==> src/rtl/em_pipe_reg_pkg.sv <==
`default_nettype none
// ============================================================================
// Module   : em_pipe_reg_pkg
// Brief    : Shared widths, control-bundle type and alignment helper for the
//            EX/MEM pipeline register.
// Revision : 1.0
// ============================================================================
package em_pipe_reg_pkg;

    localparam int DEF_LEN_WORD          = 32;
    localparam int DEF_LEN_REG_FILE_ADDR = 5;

    // Low address bits that must be zero for a word access.
    localparam logic [1:0] ALIGN_MASK_WORD = 2'b11;

    typedef struct packed {
        logic valid;
        logic mem_read;
        logic mem_write;
        logic reg_write;
        logic mem_to_reg;
        logic forward_wb_m;
    } ctrl_t;

    localparam int CTRL_W = $bits(ctrl_t);

    function automatic logic is_misaligned(
        input logic       valid,
        input logic       mem_read,
        input logic       mem_write,
        input logic [1:0] addr_lsb
    );
        return valid && (mem_read || mem_write) &&
               ((addr_lsb & ALIGN_MASK_WORD) != 2'b00);
    endfunction

endpackage
`default_nettype wire

==> src/rtl/em_pipe_reg_if.sv <==
`default_nettype none
// ============================================================================
// Module   : em_pipe_reg_if
// Brief    : EStage-side inputs and MStage-side outputs of the EX/MEM register.
// Revision : 1.0
// ============================================================================
interface em_pipe_reg_if #(
    parameter int LEN_WORD          = em_pipe_reg_pkg::DEF_LEN_WORD,
    parameter int LEN_REG_FILE_ADDR = em_pipe_reg_pkg::DEF_LEN_REG_FILE_ADDR
);

    logic                         stall;
    logic                         flush;

    logic                         e_valid;
    logic                         e_mem_read;
    logic                         e_mem_write;
    logic                         e_reg_write;
    logic                         e_mem_to_reg;
    logic                         e_forward_wb_m;
    logic [LEN_REG_FILE_ADDR-1:0] e_write_reg;
    logic [LEN_WORD-1:0]          e_alu_out;
    logic [LEN_WORD-1:0]          e_write_data_mem;
    logic [LEN_WORD-1:0]          e_pc;

    logic                         m_valid;
    logic                         m_mem_read;
    logic                         m_mem_write;
    logic                         m_reg_write;
    logic                         m_mem_to_reg;
    logic                         m_forward_wb_m;
    logic [LEN_REG_FILE_ADDR-1:0] m_write_reg;
    logic [LEN_WORD-1:0]          m_alu_out;
    logic [LEN_WORD-1:0]          m_write_data_mem;
    logic [LEN_WORD-1:0]          m_pc;

    logic                         addr_exc;
    logic [LEN_WORD-1:0]          addr_exc_pc;

    modport master (
        output stall, flush,
        output e_valid, e_mem_read, e_mem_write, e_reg_write, e_mem_to_reg,
               e_forward_wb_m, e_write_reg, e_alu_out, e_write_data_mem, e_pc,
        input  m_valid, m_mem_read, m_mem_write, m_reg_write, m_mem_to_reg,
               m_forward_wb_m, m_write_reg, m_alu_out, m_write_data_mem, m_pc,
        input  addr_exc, addr_exc_pc
    );

    modport slave (
        input  stall, flush,
        input  e_valid, e_mem_read, e_mem_write, e_reg_write, e_mem_to_reg,
               e_forward_wb_m, e_write_reg, e_alu_out, e_write_data_mem, e_pc,
        output m_valid, m_mem_read, m_mem_write, m_reg_write, m_mem_to_reg,
               m_forward_wb_m, m_write_reg, m_alu_out, m_write_data_mem, m_pc,
        output addr_exc, addr_exc_pc
    );

endinterface
`default_nettype wire

==> src/rtl/pipe_field_reg.sv <==
`default_nettype none
// ============================================================================
// Module   : pipe_field_reg
// Brief    : Pipeline field register with sync active-low reset, clear, hold.
// Revision : 1.0
// ============================================================================
module pipe_field_reg #(
    parameter int WIDTH = 1
) (
    input  logic             clk,
    input  logic             reset,
    input  logic             i_hold,
    input  logic             i_clear,
    input  logic [WIDTH-1:0] i_d,
    output logic [WIDTH-1:0] o_q
);

    logic [WIDTH-1:0] r_q;

    // Clear outranks hold so a flush always wins over a simultaneous stall.
    always_ff @(posedge clk) begin
        if (!reset) begin
            r_q <= '0;
        end else if (i_clear) begin
            r_q <= '0;
        end else if (!i_hold) begin
            r_q <= i_d;
        end
    end

    assign o_q = r_q;

endmodule
`default_nettype wire

==> src/rtl/em_pipe_reg.sv <==
`default_nettype none
// ============================================================================
// Module   : em_pipe_reg
// Brief    : EX/MEM pipeline register with stall/flush and misaligned-access squash.
// Revision : 1.0
// ============================================================================
module em_pipe_reg
    import em_pipe_reg_pkg::*;
#(
    parameter int LEN_WORD          = DEF_LEN_WORD,
    parameter int LEN_REG_FILE_ADDR = DEF_LEN_REG_FILE_ADDR
) (
    input  logic          clk,
    input  logic          reset,
    em_pipe_reg_if.slave  bus
);

    localparam int DATA_W = LEN_REG_FILE_ADDR + 2 * LEN_WORD;

    logic                         w_misaligned;
    logic                         w_load;
    ctrl_t                        w_ctrl_d;
    ctrl_t                        w_ctrl_q;
    logic [DATA_W-1:0]            w_data_d;
    logic [DATA_W-1:0]            w_data_q;
    logic [LEN_WORD-1:0]          w_pc_q;

    logic                         r_addr_exc;
    logic [LEN_WORD-1:0]          r_addr_exc_pc;

    assign w_misaligned = is_misaligned(bus.e_valid, bus.e_mem_read,
                                        bus.e_mem_write, bus.e_alu_out[1:0]);
    assign w_load       = !bus.flush && !bus.stall;

    // A bubble carries no side effects; a squashed access must not touch
    // memory or the register file, and is no longer a valid instruction.
    always_comb begin
        w_ctrl_d              = '0;
        w_ctrl_d.valid        = bus.e_valid && !w_misaligned;
        w_ctrl_d.mem_read     = bus.e_valid && bus.e_mem_read  && !w_misaligned;
        w_ctrl_d.mem_write    = bus.e_valid && bus.e_mem_write && !w_misaligned;
        w_ctrl_d.reg_write    = bus.e_valid && bus.e_reg_write && !w_misaligned;
        w_ctrl_d.mem_to_reg   = bus.e_valid && bus.e_mem_to_reg;
        w_ctrl_d.forward_wb_m = bus.e_valid && bus.e_forward_wb_m;
    end

    assign w_data_d = {bus.e_write_reg, bus.e_alu_out, bus.e_write_data_mem};

    pipe_field_reg #(
        .WIDTH (CTRL_W)
    ) u_ctrl (
        .clk     (clk),
        .reset   (reset),
        .i_hold  (bus.stall),
        .i_clear (bus.flush),
        .i_d     (w_ctrl_d),
        .o_q     (w_ctrl_q)
    );

    pipe_field_reg #(
        .WIDTH (DATA_W)
    ) u_data (
        .clk     (clk),
        .reset   (reset),
        .i_hold  (bus.stall),
        .i_clear (bus.flush),
        .i_d     (w_data_d),
        .o_q     (w_data_q)
    );

    pipe_field_reg #(
        .WIDTH (LEN_WORD)
    ) u_pc (
        .clk     (clk),
        .reset   (reset),
        .i_hold  (bus.stall),
        .i_clear (bus.flush),
        .i_d     (bus.e_pc),
        .o_q     (w_pc_q)
    );

    // The pulse is only raised on a real load edge, so a stall never stretches
    // it; the captured PC survives flushes and stalls until the next exception.
    always_ff @(posedge clk) begin
        if (!reset) begin
            r_addr_exc    <= 1'b0;
            r_addr_exc_pc <= '0;
        end else begin
            r_addr_exc <= w_load && w_misaligned;
            if (w_load && w_misaligned) begin
                r_addr_exc_pc <= bus.e_pc;
            end
        end
    end

    assign bus.m_valid          = w_ctrl_q.valid;
    assign bus.m_mem_read       = w_ctrl_q.mem_read;
    assign bus.m_mem_write      = w_ctrl_q.mem_write;
    assign bus.m_reg_write      = w_ctrl_q.reg_write;
    assign bus.m_mem_to_reg     = w_ctrl_q.mem_to_reg;
    assign bus.m_forward_wb_m   = w_ctrl_q.forward_wb_m;
    assign bus.m_write_reg      = w_data_q[DATA_W-1 -: LEN_REG_FILE_ADDR];
    assign bus.m_alu_out        = w_data_q[2*LEN_WORD-1 -: LEN_WORD];
    assign bus.m_write_data_mem = w_data_q[LEN_WORD-1:0];
    assign bus.m_pc             = w_pc_q;
    assign bus.addr_exc         = r_addr_exc;
    assign bus.addr_exc_pc      = r_addr_exc_pc;

endmodule
`default_nettype wire

==> src/flat_wrapper.sv <==
// flat-port wrapper written by rule: the top's interface ports become plain ports
module em_pipe_reg_flat import em_pipe_reg_pkg::*;
#(
    parameter int LEN_WORD          = DEF_LEN_WORD,
    parameter int LEN_REG_FILE_ADDR = DEF_LEN_REG_FILE_ADDR
)
  (clk, reset, bus_stall, bus_flush, bus_e_valid, bus_e_mem_read, bus_e_mem_write, bus_e_reg_write, bus_e_mem_to_reg, bus_e_forward_wb_m, bus_e_write_reg, bus_e_alu_out, bus_e_write_data_mem, bus_e_pc, bus_m_valid, bus_m_mem_read, bus_m_mem_write, bus_m_reg_write, bus_m_mem_to_reg, bus_m_forward_wb_m, bus_m_write_reg, bus_m_alu_out, bus_m_write_data_mem, bus_m_pc, bus_addr_exc, bus_addr_exc_pc);
  em_pipe_reg_if #(.LEN_WORD(LEN_WORD), .LEN_REG_FILE_ADDR(LEN_REG_FILE_ADDR)) bus_i ();
  input  logic clk;
  input  logic reset;
  input wire logic [$bits(bus_i.stall)-1:0] bus_stall;
  input wire logic [$bits(bus_i.flush)-1:0] bus_flush;
  input wire logic [$bits(bus_i.e_valid)-1:0] bus_e_valid;
  input wire logic [$bits(bus_i.e_mem_read)-1:0] bus_e_mem_read;
  input wire logic [$bits(bus_i.e_mem_write)-1:0] bus_e_mem_write;
  input wire logic [$bits(bus_i.e_reg_write)-1:0] bus_e_reg_write;
  input wire logic [$bits(bus_i.e_mem_to_reg)-1:0] bus_e_mem_to_reg;
  input wire logic [$bits(bus_i.e_forward_wb_m)-1:0] bus_e_forward_wb_m;
  input wire logic [$bits(bus_i.e_write_reg)-1:0] bus_e_write_reg;
  input wire logic [$bits(bus_i.e_alu_out)-1:0] bus_e_alu_out;
  input wire logic [$bits(bus_i.e_write_data_mem)-1:0] bus_e_write_data_mem;
  input wire logic [$bits(bus_i.e_pc)-1:0] bus_e_pc;
  output wire logic [$bits(bus_i.m_valid)-1:0] bus_m_valid;
  output wire logic [$bits(bus_i.m_mem_read)-1:0] bus_m_mem_read;
  output wire logic [$bits(bus_i.m_mem_write)-1:0] bus_m_mem_write;
  output wire logic [$bits(bus_i.m_reg_write)-1:0] bus_m_reg_write;
  output wire logic [$bits(bus_i.m_mem_to_reg)-1:0] bus_m_mem_to_reg;
  output wire logic [$bits(bus_i.m_forward_wb_m)-1:0] bus_m_forward_wb_m;
  output wire logic [$bits(bus_i.m_write_reg)-1:0] bus_m_write_reg;
  output wire logic [$bits(bus_i.m_alu_out)-1:0] bus_m_alu_out;
  output wire logic [$bits(bus_i.m_write_data_mem)-1:0] bus_m_write_data_mem;
  output wire logic [$bits(bus_i.m_pc)-1:0] bus_m_pc;
  output wire logic [$bits(bus_i.addr_exc)-1:0] bus_addr_exc;
  output wire logic [$bits(bus_i.addr_exc_pc)-1:0] bus_addr_exc_pc;
  assign bus_i.stall = bus_stall;
  assign bus_i.flush = bus_flush;
  assign bus_i.e_valid = bus_e_valid;
  assign bus_i.e_mem_read = bus_e_mem_read;
  assign bus_i.e_mem_write = bus_e_mem_write;
  assign bus_i.e_reg_write = bus_e_reg_write;
  assign bus_i.e_mem_to_reg = bus_e_mem_to_reg;
  assign bus_i.e_forward_wb_m = bus_e_forward_wb_m;
  assign bus_i.e_write_reg = bus_e_write_reg;
  assign bus_i.e_alu_out = bus_e_alu_out;
  assign bus_i.e_write_data_mem = bus_e_write_data_mem;
  assign bus_i.e_pc = bus_e_pc;
  assign bus_m_valid = bus_i.m_valid;
  assign bus_m_mem_read = bus_i.m_mem_read;
  assign bus_m_mem_write = bus_i.m_mem_write;
  assign bus_m_reg_write = bus_i.m_reg_write;
  assign bus_m_mem_to_reg = bus_i.m_mem_to_reg;
  assign bus_m_forward_wb_m = bus_i.m_forward_wb_m;
  assign bus_m_write_reg = bus_i.m_write_reg;
  assign bus_m_alu_out = bus_i.m_alu_out;
  assign bus_m_write_data_mem = bus_i.m_write_data_mem;
  assign bus_m_pc = bus_i.m_pc;
  assign bus_addr_exc = bus_i.addr_exc;
  assign bus_addr_exc_pc = bus_i.addr_exc_pc;
  em_pipe_reg #(.LEN_WORD(LEN_WORD), .LEN_REG_FILE_ADDR(LEN_REG_FILE_ADDR)) u_core (.clk(clk), .reset(reset), .bus(bus_i));
endmodule
==> config.mk <==
export PLATFORM = sky130hd
export DESIGN_NAME = em_pipe_reg_flat
export DESIGN_NICKNAME = d
export VERILOG_FILES = /design/src/rtl/em_pipe_reg_pkg.sv /design/src/rtl/em_pipe_reg_if.sv /design/src/rtl/pipe_field_reg.sv /design/src/rtl/em_pipe_reg.sv /design/src/flat_wrapper.sv
export SDC_FILE = /design/constraint.sdc
export NUM_CORES = 1
export LEC_CHECK = 0
export BUFFER_PORTS_ARGS = -buffer_cell sky130_fd_sc_hd__buf_2
export CAP_MARGIN = 20
export CORE_UTILIZATION = 46
export DETAILED_ROUTE_END_ITERATION = 10
export PLACE_DENSITY = 0.8
export SLEW_MARGIN = 20
export SYNTH_ARGS = -nofsm -noshare
export SYNTH_HDL_FRONTEND = slang
export SYNTH_SLANG_ARGS = --single-unit
==> constraint.sdc <==
create_clock -name clk -period 1.1 [get_ports clk]
set_input_delay 0 -clock clk [delete_from_list [all_inputs] [get_ports clk]]
set_output_delay 0 -clock clk [all_outputs]
set_load 0.1 [all_outputs]
# Yosys cells after proc, flatten, opt, wreduce, memory -nomap -nowiden
# Index checks and enable logic that the tools add are counted.
# word_totals
ff_bits,140
in_bits,111
output_inout_bits,140
# op_classes
n_bitwise,1
n_reduce_logical,19
# ops
op,count
1-bit logical AND,13
1-bit logical NOT,3
2-bit nonzero test,1
2-bit OR reduction,1
1-bit logical OR,1
1-bit NOT,1

# Logic depth before layout (Yosys ltp)
# depth
depth_word,5
mapped_depth,5
mapped_depth_nobuf,3

# Cells and area by module
# Synthesis repeated with hierarchy kept, for this count alone.
# unflattened
hier_cells,498
hier_area_um2,5243.8
# by_module_without_submodules
mod,instances,cells_each,area_each_um2,seq_area_each_um2
pipe_field_reg at u_core.u_data,1,224,2452.4,1381.3
em_pipe_reg,1,150,1397.6,660.6
pipe_field_reg at u_core.u_pc,1,104,1173.6,640.6
pipe_field_reg at u_core.u_ctrl,1,20,220.2,120.1

# Worst setup path before layout
# No wires, ideal clock.
# synth_path
path_kind,register to register
startpoint,register u_core.u_ctrl.o_q[0] (netlist name)
endpoint,"register u_core.u_ctrl.r_q[0], in the netlist u_core.u_ctrl.o_q[0]"
setup_time_ns,0.067
arrival_time_ns,1.223
path_slack_ns,-0.191
path_stages_with_launch,3
cell_sequence,dfxtp_1 > a22oi_1 > nor2_1
# synth_lines
element,line_no,rtl
to (signal assigned),pipe_field_reg.sv:27,r_q <= i_d;
to (decl),pipe_field_reg.sv:18,logic [WIDTH-1:0] r_q;

# Worst setup path after layout
# layout_path
startpoint,input port bus_e_mem_read
endpoint,"register u_core.r_addr_exc_pc[3], in the netlist u_core.bus.addr_exc_pc[3]"
# layout_via
elab_chain_len,4
# layout_lines
element,line_no,rtl
from (decl),flat_wrapper.sv:14,input wire logic [$bits(bus_i.e_mem_read)-1:0] bus_e_mem_read;
1-bit logical OR,em_pipe_reg_pkg.sv:33,return valid && (mem_read || mem_write) &&
1-bit logical AND (2 in series),em_pipe_reg_pkg.sv:33,
1-bit logical AND,em_pipe_reg.sv:90,if (w_load && w_misaligned) begin
to (signal assigned),em_pipe_reg.sv:91,r_addr_exc_pc <= bus.e_pc;
to (decl),em_pipe_reg.sv:29,logic [LEN_WORD-1:0] r_addr_exc_pc;
# No other way between the ends.
# A chain may end at the register's enable or synchronous reset.

==> results <==
- The flow ran to the end, but the final reports show violations.
- The final reports fail on negative setup slack.
- The average vias per placed instance is approximately 5.7.
- Net switching is 29.24% of the power.
- The clock tree synthesis step divided the H-tree into 4 levels.
- The worst ir drop on vdd is 1.491 mV.
- After detailed routing, the average wire length per cell comes to 26.43 microns.
- When the netlist entered floorplanning its net count stood at 603.
- The final core utilization is approximately 95%.
- Setup repair after global routing could not meet its margin everywhere.
- Compared with the post-synthesis result, the final layout area differs by 101.6%.
- The count of mapped cells out of synthesis is 492.
- The number of CTS-inserted buffers is 17.
- The most common library cell in the layout ignoring fill and taps is sky130_fd_sc_hd__dfxtp_2.
- The number of nets in the final layout is 965.
- The number of maximum-capacitance violations is 0.
- The worst setup path is captured at a flip-flop.
- After floorplanning, the core was sized to cover 10,790 sq um.
- In the layout the commonest cells are 133 x sky130_fd_sc_hd__dfxtp_2, 132 x sky130_fd_sc_hd__mux2i_1, 110 x sky130_fd_sc_hd__dlygate4sd3_1, 107 x sky130_fd_sc_hd__buf_2, 106 x sky130_fd_sc_hd__nor2_1.
- For the worst-skew pair, the clock arrives at the later sink with an insertion delay of about 0.5 ns.
- The half-perimeter wire length after placement is 9478 microns.
- The final critical path time including I/O delays and setup is 1.292 ns.
- The clock root buffer is sky130_fd_sc_hd__clkbuf_8.
- Setup slack on the critical path of the routed design comes to -0.1924 ns.
- The part of the cycle the worst path needs is 117.5%.
- By startpoint and endpoint, the worst setup path is classified as in2reg.
- The total global routing overflow is 0.
- In the final layout, the share of cells above drive strength 1 is a little over 50%.
- Summed over all failing endpoints, the final setup total negative slack is -2.772 ns.
- The leakage power is between 0.004 and 0.005 uW.
- The fmax is around 770 MHz.
- The number of top-level pins is 251.
- The final worst clock skew is 0 ns.
- The net switching power of the design is 4472 uW.
- During synthesis, Yosys emitted a total of 0 warnings.
- The remaining routing DRC violations is 0.
- The finished layout holds roughly 1,000 standard cells, fillers aside.
- The power share of the sequential group is approximately 36%.
- The share of total power dissipated in the clock network is 44.1%.
- The initial antenna violation count is 2.
- The count of pins over their slew limit is 0.
- After synthesis, flip-flops and latches occupy approximately 55% of the total area.
- The floorplan step set the die width to 107.1 microns.
- The final-report hold violation count is 0.
- The type of the worst min-delay path is in2reg.
- Summing every instance area after synthesis gives just over 5000 sq um.
- Before antenna repair, the detailed router went through 6 iterations.
- A synthesized cell averages 10.32 sq um.
- The endpoint arrival time on the critical path is ~1.7 ns.
- The cell count after placement is 860.
- The post-synthesis adder-cell area fraction is 0%.
- In the global route stage, overall resource usage came out at 35.64%.
- Headroom to the max-slew limit came out at ~58%.
- The count of vias placed by the detailed router is 5,735.
- The simple-gate portion of the synthesized area is between 10% and 20%.
- Routability-driven placement finished with a final weighted congestion of 0.7898.
- TritonCTS built the clock tree.
- After synthesis the netlist holds a flip-flop and latch count of 140.
- The cell internal power dissipation is around 11,000 uW.
- The slew at the pin closest to its max-slew limit is 0.6142 ns.
- The initialized floorplan defines 38 standard-cell rows.
- Wires add up to 26,700 microns.
- The sort of element at the start of the critical path is a primary input.
- The number of global-route vias before repair came to 5,619.
- Of the total power, combinational logic draws 20.4%.
- The number of nets with antenna violations after detailed routing is 0.
- The synthesized netlist devotes 0% of its cell area to XOR and XNOR gates.
- The count of endpoints failing setup in the final report is 39.
- Counting every sink on the clock net gives 140.
- Entering global routing, the biggest net connects about 60 pins.
- For this configuration, the core starts out at a cell density of 47.07%.
- Clock-pin slew was measured on the worst setup and hold paths at approximately 0.070 ns.
- The largest fanout on the critical path is 10.
- In this run the vertical extent of the chip is 107.1 microns.
- The data required time of the critical path is about 1.5 ns.
- The first global-routing pass estimated between 30,000 and 40,000 microns of wire.
- The maximum root-to-sink buffer count is 2.
- In this run the power density over the cells is between 1000 and 1500 nW/um^2.
- After synthesis, the share of cell area in mux cells is 26.21%.
- By area, the combinational part of the netlist is dominated by multiplexers.
- The compound-cell area share of the yosys netlist is 1.133%.
- The number of port buffers is between 200 and 300.
- The count of unique library cells instantiated by Yosys is 19.
- The floorplan step defined a die boundary enclosing 11,470 sq um.
- The detailed router finished its first iteration with 598 violations.
[power groups by stage]
stage	logic, uW	registers [uW]	clock network, uW
after floorplan	534	6560	0
after global placement	2150	5430	0
after detailed placement	2190	5440	0
after CTS	2680	5370	6520
after global routing	3170	5440	7010
final	3110	5430	6750
[layer usage]
layer | vias up | share of wire (%) | GRT usage, %
li1 | 2361 | - | -
met1 | 2727 | 33 | 35.44
met2 | 467 | 50 | 62.67
met3 | 180 | 9.3 | 11.25
met4 | 0 | 8.0 | 25.34
met5 | - | 0 | 0
[Yosys cell counts, drive strengths merged]
master  number  area, sq um
a21oi        1        5.000
a22oi        3        22.52
a32oi        2        17.52
buf         21        137.6
clkbuf      13        48.80
dfxtp      140         2803
mux2i      133         1331
nand2       65        244.0
nand2b       2        20.02
nand4b       1        8.760
nor2       107        401.6
nor2b        1        6.260
nor3         2        21.27
o22ai        1        12.51
[cells by family after synthesis]
logic type / count (synthesis)
multiplexers: 133
AO/OA/AOI/OAI: 7
buffers and inverters: 34
flip-flops: 140
AND/OR/NAND/NOR: 178
[flip-flops by register name, indices dropped and copies added, names as in the netlist]
register,count
u_core.u_ctrl.o_q,6
u_core.bus.addr_exc_pc,32
u_core.u_pc.o_q,32
u_core.u_data.o_q,69
u_core.bus.addr_exc,1
[through the flow]
step                      total power [uW]  hold slack [ns]  setup WS [ns]  cell area [sq um]
after floorplan                       7096           0.1347         0.1440               5254
after global placement                7584           0.2289         0.1091               6805
after detailed placement              7627           0.2405        0.06379               6805
after CTS                            14570          0.05377      0.0007265               9424
after global routing                 15610         -0.01863        -0.1739              10240
final                                15290          0.02936        -0.1924              10240
[final timing paths]
kind / start / to / slack, ns / cells after the start
worst max-delay path: bus_e_mem_read / u_core.bus.addr_exc_pc[3]$_SDFFE_PN0P_ / -0.19 / 7
worst min-delay path: bus_e_alu_out[0] / u_core.u_data.o_q[32]$_SDFFE_PP0N_ / 0.03 / 4
worst min register to register: u_core.bus.addr_exc_pc[19]$_SDFFE_PN0P_ / u_core.bus.addr_exc_pc[19]$_SDFFE_PN0P_ / 0.48 / 2
worst max register to register: u_core.u_data.o_q[26]$_SDFFE_PP0N_ / u_core.u_data.o_q[26]$_SDFFE_PP0N_ / -0.03 / 2
[repair_timing]
action | CTS | global route
hold endpoints to repair | 140 | 0
pin swaps | 0 | 1
resized for setup | 264 | 187
cloned | 0 | 2
hold buffers | 111 | 0
endpoints found under the setup margin | 132 | 133
setup buffers | 0 | 2
[layout make-up]
type                            instances  area (sq um)
Fill cell                             268         550.5
Antenna cell                            3         7.507
Timing Repair Buffer                  377          4274
Clock buffer                           22         473.0
Multi-Input combinational cell        318          2112
Sequential cell                       140          2992
Tap cell                              140         175.2
Clock inverter                         10         209.0
[worst max-delay path, cell delays in order]
cell and delay [ns]:
sky130_fd_sc_hd__dlygate4sd3_1 0.57, sky130_fd_sc_hd__buf_2 0.17, sky130_fd_sc_hd__o22ai_4 0.11, sky130_fd_sc_hd__nor3_4 0.23
sky130_fd_sc_hd__buf_12 0.16, sky130_fd_sc_hd__clkbuf_16 0.17, sky130_fd_sc_hd__mux2i_1 0.29
Power figures use the tool's default switching activity.
